===== src/rtl/spi_pkg.sv =====
// Shared SPI link constants: data width, responder state encoding and underrun fill byte.
// Pure declarations, no logic; imported by the peripheral and its helpers.
package spi_pkg;

    localparam int SPI_DATA_W = 8;
    localparam int SPI_CNT_W  = $clog2(SPI_DATA_W);

    localparam logic [SPI_DATA_W-1:0] SPI_FILL_BYTE = 8'h00;

    typedef enum logic {
        IDLE   = 1'b0,
        ACTIVE = 1'b1
    } spi_state_t;

endpackage


===== src/rtl/spi_input_sync.sv =====
// Multi-flop synchroniser with registered rise/fall strobes; strobe lags the pin by SYNC_STAGES+1 cycles.
// No backpressure: strobes are single-cycle pulses that the consumer must act on immediately.
module spi_input_sync #(
    parameter int   SYNC_STAGES = 2,
    parameter logic RST_VAL     = 1'b0
) (
    input  logic i_clk,
    input  logic i_rst_n,
    input  logic i_async,
    output logic o_level,
    output logic o_rise,
    output logic o_fall
);

    logic [SYNC_STAGES-1:0] r_sync;
    logic                   r_prev;
    logic                   r_rise;
    logic                   r_fall;

    always_ff @(posedge i_clk or negedge i_rst_n) begin
        if (!i_rst_n) begin
            r_sync <= {SYNC_STAGES{RST_VAL}};
            r_prev <= RST_VAL;
            r_rise <= 1'b0;
            r_fall <= 1'b0;
        end else begin
            r_sync <= {r_sync[SYNC_STAGES-2:0], i_async};
            r_prev <= r_sync[SYNC_STAGES-1];
            r_rise <= r_sync[SYNC_STAGES-1] & ~r_prev;
            r_fall <= ~r_sync[SYNC_STAGES-1] & r_prev;
        end
    end

    assign o_level = r_sync[SYNC_STAGES-1];
    assign o_rise  = r_rise;
    assign o_fall  = r_fall;

endmodule


===== src/rtl/spi_peripheral.sv =====
// Oversampled mode-0 SPI responder; rx_valid lands SYNC_STAGES+2 cycles after the 8th SCLK rise, one-entry tx holding register.
// Tx backpressure via o_tx_ready (holding register empty); SPI_PERIPHERAL_STATUS_EN adds frame-error/underrun pulses.
module spi_peripheral
    import spi_pkg::*;
#(
    parameter int SYNC_STAGES = 2
) (
    input  logic                  i_clk,
    input  logic                  i_rst_n,
    input  logic                  i_sclk,
    input  logic                  i_cs_n,
    input  logic                  i_mosi,
    output logic                  o_miso,
    input  logic [SPI_DATA_W-1:0] i_tx_data,
    input  logic                  i_tx_valid,
    output logic                  o_tx_ready,
    output logic [SPI_DATA_W-1:0] o_rx_data,
    output logic                  o_rx_valid,
    output logic                  o_busy
`ifdef SPI_PERIPHERAL_STATUS_EN
    ,
    output logic                  o_frame_err,
    output logic                  o_tx_underrun
`endif
);

    localparam int WARM   = SYNC_STAGES + 2;
    localparam int WARM_W = $clog2(WARM + 1);

    logic w_sclk_lvl_unused;
    logic w_sclk_rise;
    logic w_sclk_fall;
    logic w_cs_lvl;
    logic w_cs_rise;
    logic w_cs_fall;

    spi_input_sync #(
        .SYNC_STAGES (SYNC_STAGES),
        .RST_VAL     (1'b0)
    ) u_sync_sclk (
        .i_clk   (i_clk),
        .i_rst_n (i_rst_n),
        .i_async (i_sclk),
        .o_level (w_sclk_lvl_unused),
        .o_rise  (w_sclk_rise),
        .o_fall  (w_sclk_fall)
    );

    spi_input_sync #(
        .SYNC_STAGES (SYNC_STAGES),
        .RST_VAL     (1'b1)
    ) u_sync_cs (
        .i_clk   (i_clk),
        .i_rst_n (i_rst_n),
        .i_async (i_cs_n),
        .o_level (w_cs_lvl),
        .o_rise  (w_cs_rise),
        .o_fall  (w_cs_fall)
    );

    logic [SYNC_STAGES-1:0] r_mosi_sync;
    logic                   w_mosi;

    always_ff @(posedge i_clk or negedge i_rst_n) begin
        if (!i_rst_n) begin
            r_mosi_sync <= '0;
        end else begin
            r_mosi_sync <= {r_mosi_sync[SYNC_STAGES-2:0], i_mosi};
        end
    end

    assign w_mosi = r_mosi_sync[SYNC_STAGES-1];

    // CS_n may still be low when reset releases; the synchroniser flushing its
    // reset value would fake a fall, so falls are ignored until the pipe has drained.
    logic [WARM_W-1:0] r_warm;
    logic              w_armed;

    assign w_armed = (r_warm == WARM_W'(WARM));

    always_ff @(posedge i_clk or negedge i_rst_n) begin
        if (!i_rst_n) begin
            r_warm <= '0;
        end else if (!w_armed) begin
            r_warm <= r_warm + WARM_W'(1);
        end
    end

    spi_state_t            r_state;
    logic [SPI_CNT_W-1:0]  r_bit_cnt;
    logic [SPI_DATA_W-1:0] r_rx_shift;
    logic [SPI_DATA_W-1:0] r_tx_shift;
    logic [SPI_DATA_W-1:0] r_rx_data;
    logic                  r_rx_valid;
    logic                  r_miso;
    logic [SPI_DATA_W-1:0] r_hold;
    logic                  r_hold_full;
`ifdef SPI_PERIPHERAL_STATUS_EN
    logic                  r_frame_err;
    logic                  r_tx_underrun;
`endif

    logic                  w_load_start;
    logic                  w_load_next;
    logic                  w_reload;
    logic [SPI_DATA_W-1:0] w_reload_dat;
    logic [SPI_DATA_W-1:0] w_rx_next;
    logic                  w_tx_accept;

    assign w_load_start = (r_state == IDLE) && w_cs_fall && w_armed;
    assign w_load_next  = (r_state == ACTIVE) && !w_cs_rise && !w_sclk_rise &&
                          w_sclk_fall && (r_bit_cnt == '0);
    assign w_reload     = w_load_start || w_load_next;
    assign w_reload_dat = r_hold_full ? r_hold : SPI_FILL_BYTE;
    assign w_rx_next    = {r_rx_shift[SPI_DATA_W-2:0], w_mosi};
    assign w_tx_accept  = i_tx_valid && !r_hold_full;

    // A reload only empties a full register, and a write only fills an empty one, so they never collide.
    always_ff @(posedge i_clk or negedge i_rst_n) begin
        if (!i_rst_n) begin
            r_hold      <= '0;
            r_hold_full <= 1'b0;
        end else if (w_reload && r_hold_full) begin
            r_hold_full <= 1'b0;
        end else if (w_tx_accept) begin
            r_hold      <= i_tx_data;
            r_hold_full <= 1'b1;
        end
    end

    always_ff @(posedge i_clk or negedge i_rst_n) begin
        if (!i_rst_n) begin
            r_state       <= IDLE;
            r_bit_cnt     <= '0;
            r_rx_shift    <= '0;
            r_tx_shift    <= '0;
            r_rx_data     <= '0;
            r_rx_valid    <= 1'b0;
            r_miso        <= 1'b0;
`ifdef SPI_PERIPHERAL_STATUS_EN
            r_frame_err   <= 1'b0;
            r_tx_underrun <= 1'b0;
`endif
        end else begin
            r_rx_valid    <= 1'b0;
`ifdef SPI_PERIPHERAL_STATUS_EN
            r_frame_err   <= 1'b0;
            r_tx_underrun <= 1'b0;
`endif
            case (r_state)
                IDLE: begin
                    if (w_load_start) begin
                        r_state    <= ACTIVE;
                        r_bit_cnt  <= '0;
                        r_tx_shift <= w_reload_dat;
                        r_miso     <= w_reload_dat[SPI_DATA_W-1];
`ifdef SPI_PERIPHERAL_STATUS_EN
                        r_tx_underrun <= !r_hold_full;
`endif
                    end
                end
                ACTIVE: begin
                    if (w_cs_rise) begin
                        r_state <= IDLE;
                        r_miso  <= 1'b0;
`ifdef SPI_PERIPHERAL_STATUS_EN
                        r_frame_err <= (r_bit_cnt != '0);
`endif
                    end else if (w_sclk_rise) begin
                        r_rx_shift <= w_rx_next;
                        r_bit_cnt  <= r_bit_cnt + SPI_CNT_W'(1);
                        if (r_bit_cnt == SPI_CNT_W'(SPI_DATA_W - 1)) begin
                            r_rx_data  <= w_rx_next;
                            r_rx_valid <= 1'b1;
                        end
                    end else if (w_sclk_fall) begin
                        if (w_load_next) begin
                            r_tx_shift <= w_reload_dat;
                            r_miso     <= w_reload_dat[SPI_DATA_W-1];
`ifdef SPI_PERIPHERAL_STATUS_EN
                            r_tx_underrun <= !r_hold_full;
`endif
                        end else begin
                            r_tx_shift <= {r_tx_shift[SPI_DATA_W-2:0], 1'b0};
                            r_miso     <= r_tx_shift[SPI_DATA_W-2];
                        end
                    end
                end
                default: r_state <= IDLE;
            endcase
        end
    end

    assign o_miso        = r_miso;
    assign o_tx_ready    = !r_hold_full;
    assign o_rx_data     = r_rx_data;
    assign o_rx_valid    = r_rx_valid;
    assign o_busy        = !w_cs_lvl;
`ifdef SPI_PERIPHERAL_STATUS_EN
    assign o_frame_err   = r_frame_err;
    assign o_tx_underrun = r_tx_underrun;
`endif

endmodule


===== config.mk =====
export PLATFORM = sky130hd
export DESIGN_NAME = spi_peripheral
export DESIGN_NICKNAME = d
export VERILOG_FILES = /design/src/rtl/spi_pkg.sv /design/src/rtl/spi_input_sync.sv /design/src/rtl/spi_peripheral.sv
export SDC_FILE = /design/constraint.sdc
export NUM_CORES = 1
export LEC_CHECK = 0
export CORE_ASPECT_RATIO = 0.9
export CORE_MARGIN = 2
export CORE_UTILIZATION = 53
export DETAILED_ROUTE_END_ITERATION = 12
export PLACE_DENSITY = 0.77
export SYNTH_ARGS = -nofsm -noshare
export SYNTH_HDL_FRONTEND = slang
export SYNTH_SLANG_ARGS = --single-unit

===== constraint.sdc =====
create_clock -name i_clk -period 2 [get_ports i_clk]
set_input_delay 0.4 -clock i_clk [delete_from_list [all_inputs] [get_ports i_clk]]
set_output_delay 0.4 -clock i_clk [all_outputs]
set_load 0.02 [all_outputs]

Word level (Yosys, flattened, before mapping)
Cells that the tools add are included.
{ "op_classes": {"addsub": 2, "n_bitwise": 11, "eq_ne": 9, "n_reduce_logical": 21, "mux": 26} }
{ "op_table": {"columns": ["operator", "n"], "rows": [
  ["$mux 7", 5],
  ["$pmux 7 s2", 1],
  ["$mux 1", 13],
  ["$mux 3", 3],
  ["$reduce_and 3->1", 3],
  ["$logic_and 1x1->1", 8],
  ["$mux 8", 1],
  ["$reduce_and 4->1", 2],
  ["$not 1->1", 7],
  ["$add 3x1->3 const B", 2],
  ["$eq 3x3->1 const B", 2],
  ["$ne 2x2->1 const B", 3],
  ["$pmux 3 s2", 1],
  ["$and 1x1->1", 4],
  ["$logic_not 1->1", 4],
  ["$ne 2x1->1 const B", 2],
  ["$pmux 1 s2", 2],
  ["$logic_not 3->1", 1],
  ["$ne 3x1->1 const B", 1],
  ["$ne 3x2->1 const B", 1],
  ["$reduce_and 2->1", 1],
  ["$reduce_bool 2->1", 1],
  ["$logic_or 1x1->1", 1]
]} }
{ "totals": {"in_bits": 14, "ff_bits": 52, "word_cells": 88, "output_inout_bits": 12} }

Logic depth before layout (Yosys ltp)
{ "depth": {"word_depth": 10, "depth_mapped": 6, "depth_no_buf": 6} }

Hierarchy
A second synthesis with hierarchy kept.
{ "unflattened": {"cells_unflattened": 172, "area_unflattened_um2": 2078.2} }
{ "by_module_without_submodules": {"columns": ["module", "cells_per_inst", "area_each_um2", "instances", "seq_area_each_um2"], "rows": [
  ["spi_peripheral", 158, 1794.2, 1, 1051.0],
  ["spi_input_sync at u_sync_cs", 7, 143.9, 1, 128.9],
  ["spi_input_sync at u_sync_sclk", 7, 140.1, 1, 125.1]
]} }

Least setup slack after synthesis
No wires, ideal clock.
{ "synth_timing": {"path_type": "reg-to-reg", "start": "register r_warm[0]", "end": "register r_tx_shift[1]", "path_buffers": 0, "stages_incl_launch_ff": 7, "path_slack_ps": 563, "setup_ps": 118, "arrival_ps": 1319, "period_less_slack_ps": 1437, "t_required_ps": 1882, "path_cell_list": "dfrtp_1 -> inv_1 -> ha_1 -> and4b_4 -> a21oi_4 -> a22o_1 -> a21o_1"} }
{ "synth_via": {"elab_chain_len": 4} }
{ "synth_lines": {"columns": ["item", "line_no", "text"], "rows": [
  ["from (decl)", "spi_peripheral.sv:76", "logic [WARM_W-1:0] r_warm;"],
  ["from (signal assigned)", "spi_peripheral.sv:85", "r_warm <= r_warm + WARM_W'(1);"],
  ["$eq 3x3->1", "spi_peripheral.sv:79", "assign w_armed = (r_warm == WARM_W'(WARM));"],
  ["$logic_and 1x1->1", "spi_peripheral.sv:110", "assign w_load_start = (r_state == IDLE) && w_cs_fall && w_armed;"],
  ["$ne 2x2->1 (no line)", null, null],
  ["$reduce_and 4->1 (no line)", null, null],
  ["to (signal assigned)", "spi_peripheral.sv:155", "r_tx_shift <= w_reload_dat;"],
  ["to (signal assigned)", "spi_peripheral.sv:178", "r_tx_shift <= w_reload_dat;"],
  ["to (signal assigned)", "spi_peripheral.sv:184", "r_tx_shift <= {r_tx_shift[SPI_DATA_W-2:0], 1'b0};"],
  ["to (decl)", "spi_peripheral.sv:92", "logic [SPI_DATA_W-1:0] r_tx_shift;"]
]} }
Every way passes these cells.
A chain may end at the register's enable or synchronous reset.

Final worst setup path
{ "layout_timing": {"start": "register u_sync_cs.r_sync[1]", "end": "output o_busy"} }
{ "layout_via": {"elab_chain_len": 1} }
{ "layout_lines": {"columns": ["item", "line_no", "text"], "rows": [
  ["from (decl)", "spi_input_sync.sv:15", "logic [SYNC_STAGES-1:0] r_sync;"],
  ["from (signal assigned)", "spi_input_sync.sv:22", "r_sync <= {SYNC_STAGES{RST_VAL}};"],
  ["from (signal assigned)", "spi_input_sync.sv:27", "r_sync <= {r_sync[SYNC_STAGES-2:0], i_async};"],
  ["$logic_not 1->1", "spi_peripheral.sv:198", "assign o_busy = !w_cs_lvl;"],
  ["to (decl)", "spi_peripheral.sv:19", "output logic o_busy"]
]} }
Every way passes these cells.

==> metrics <==
status complete, no violations; Pre-antenna DRT Iters 4; DRC 0; Leakage approximately 0.0012 µW; height of the die 63.1 µm; Row Count 21; DRT Wirelength 3310 µm; Avg WL per Cell 13.9 µm; largest net degree at the start of global routing 27; RD Place Congestion around 0.76; setup repair after global routing missed its margin false; Hold Path Sink r_mosi_sync[1]; final net count 210; ant diodes 0; CTS sink cnt 52; count of cell types in the netlist 27; fin crit period approximately 1800 ps; Yosys reg bits 52; met2 Track Usage GR 28.5%; number of flops mapped to enable cells by yosys 0; Reg-to-Reg Start r_warm[0]; met3 track utilization from global routing under 10%; Req. time, crit path 1600 ps; CP Cell Sequence inv_1 > clkdlybuf4s50_1; initial antenna violation count 0; crit-path max FO 3; Critical Path AT ~1400 ps; syn_nets between 150 and 200; io pins 26; top cells by instance count after synthesis dfrtp_1 (49), nand2_1 (29), mux2_2 (16); Vias around 1300; CTS root buffer clkbuf_8; area fraction of the dominant cell type after synthesis roughly three fifths; worst hold slack 358 ps; top-count cell post-synth dfrtp_1; main area contributors after synthesis dfrtp_1 (60%), mux2_2 (8.8%), nand2_1 (5.3%); max_cap viols 0; Slowest cell on crit path dfstp_2; Worst path max stage delay between 500 and 600 ps; grt met1 use a little over a fifth; global routing's busiest layer met2; area grow syn2layout 21.9%; HP Start r_mosi_sync[0]; clock skew 5.88 ps; FF-to-FF path depth 6; GRT Total Usage around 17%; Worst-path clk slew about 90 ps; Setup TNS Final 0 ps; Avg Cell Area, Syn approximately 13 µm²; min-delay worst type register to register; Slew Limit Headroom 76.5%; TritonCTS clock tree yes; Synthesis Warnings 0; die area between 4000 and 5000 µm²; 1st-iter DRT viols roughly 110; Worst Hold Depth 0; Max IR drop VDD around 0.63 mV; global-route wire length before repair roughly 6000 µm; post-synthesis sequential area ratio 63.5%; GR Overflow Total 0; Slew Limit Fails 0; ys async rst share 100%; Post-DRT Antenna Nets 0; Design Power between 2000 and 3000 µW; number of fill cells approximately 270; initial core utilization 55.1%; worst r2r dst r_tx_shift[1]; PwrDens approximately 1100 nW/µm²; post-route clock period utilization between 90% and 100%; vias in the first global route 1348; post-synthesis cell area roughly 2000 µm²; CTS H-tree lvls 2; Longest Clk Path Bufs 2; Max Clock Freq roughly 540 MHz; HPWL after DPL ~2500 µm; CP bufs+invs 2; worst-margin pin slew 352 ps; Inserted Clock Buffers 5; I/O Buffers 25; Chip Width between 60 and 70 µm; Hold Fails Final Rpt 0; cell count after synthesis 157; drt via density ~5.3; fin util roughly 67%; Top FF cell, synth dfrtp_1; core area 3730 µm²; CP top delay family buffers and inverters; share of post-route cells with drive strength above 1 between 20 and 25%; Final Setup Violations 0; largest area contributor in the netlist dfrtp_1; clk_lat worst skew 300 ps; Startpoint Class register; R2R Setup Slk 410 ps; Setup Crit Path Kind register to primary output; CP endpoint kind primary output
## per-layer routing
| layer | vias to the layer above | part of all wire, % |
|---|---|---|
| met2 | 20 | 50 |
| met1 | 628 | 45 |
| met5 | - | 0 |
| met4 | 0 | 1.7 |
| li1 | 599 | - |
| met3 | 8 | 3.4 |
## cell type report
class	count	area, µm²	share of cell area [%]
clock buffers	5	68.8	2.75
clock inverters	3	42.5	1.70
inverters	7	26.3	1.05
multi-input cells	96	713	28.5
flip-flops and latches	52	1310	52.1
well taps	46	57.6	2.30
repair buffers	29	290	11.6
## registers in the layout, summed over array words and instances, names as in the netlist
signal / count
o_rx_data: 8
r_warm: 3
u_sync_cs.r_prev: 1
r_rx_shift: 7
u_sync_sclk.r_sync: 2
u_sync_cs.o_fall: 1
u_sync_sclk.o_rise: 1
u_sync_cs.o_rise: 1
r_hold: 8
u_sync_sclk.r_prev: 1
u_sync_sclk.o_fall: 1
r_state: 1
o_rx_valid: 1
r_mosi_sync: 2
r_tx_shift: 7
u_sync_cs.r_sync: 2
r_bit_cnt: 3
o_miso: 1
r_hold_full: 1
## metrics by stage
step	instance area (µm²)	setup WS [ps]	instances
floorplan	2050	563	157
global placement	2380	405	229
detailed placement	2380	372	229
CTS	2500	141	238
global route	2500	104	238
finish	2500	158	238
## what timing repair did
item / in CTS / in global routing
resized for setup: 0 / 0
endpoints found under the setup margin: 0 / 0
buffers inserted: 0 / 0
endpoints found under the hold margin: 2 / 0
hold buffers: 1 / 0
## power by group
part | total [µW] | internal, µW | switching (µW) | leakage (µW)
registers | 1470 | 1300 | 164 | 0.000656
clock network | 705 | 370 | 334 | 0.0000541
logic | 564 | 323 | 241 | 0.000518
total | 2730 | 2000 | 739 | 0.00123
## cells in the final DEF (no fill, tap or decap), types with 4 or more instances in the layout
master           instances
mux2_2                  16
clkbuf_8                 5
a22o_1                   9
clkdlybuf4s50_1         24
nor2_1                   6
nand2_1                 29
dfrtp_1                 49
nor2b_1                  4
a21o_1                   7
inv_1                    7
ha_1                     5
## worst max-delay path by stage
stage,from,slack [ps],cells past startpoint,endpoint
6_report,u_sync_cs.r_sync[1],160,2,o_busy
5_1_grt,u_sync_cs.r_sync[1],100,2,o_busy
4_1_cts,u_sync_cs.r_sync[1],140,2,o_busy
3_5_place_dp,i_tx_valid,370,4,r_hold[1]
3_3_place_gp,i_tx_valid,410,4,r_hold[1]
2_1_floorplan,r_warm[0],560,6,r_tx_shift[1]
## logic make-up (layout without fill, tap and decap cells)
group,Yosys count,in the layout,synth area share [%]
xor+xnor,1,1,0.426
flops,52,52,63.5
mux,16,16,8.77
compound gates,24,24,9.50
fa+ha+maj,5,5,3.05
simple gates,50,50,13.0
buf+inv,9,44,1.77
Note: power is estimated with default switching activity, not from simulation.
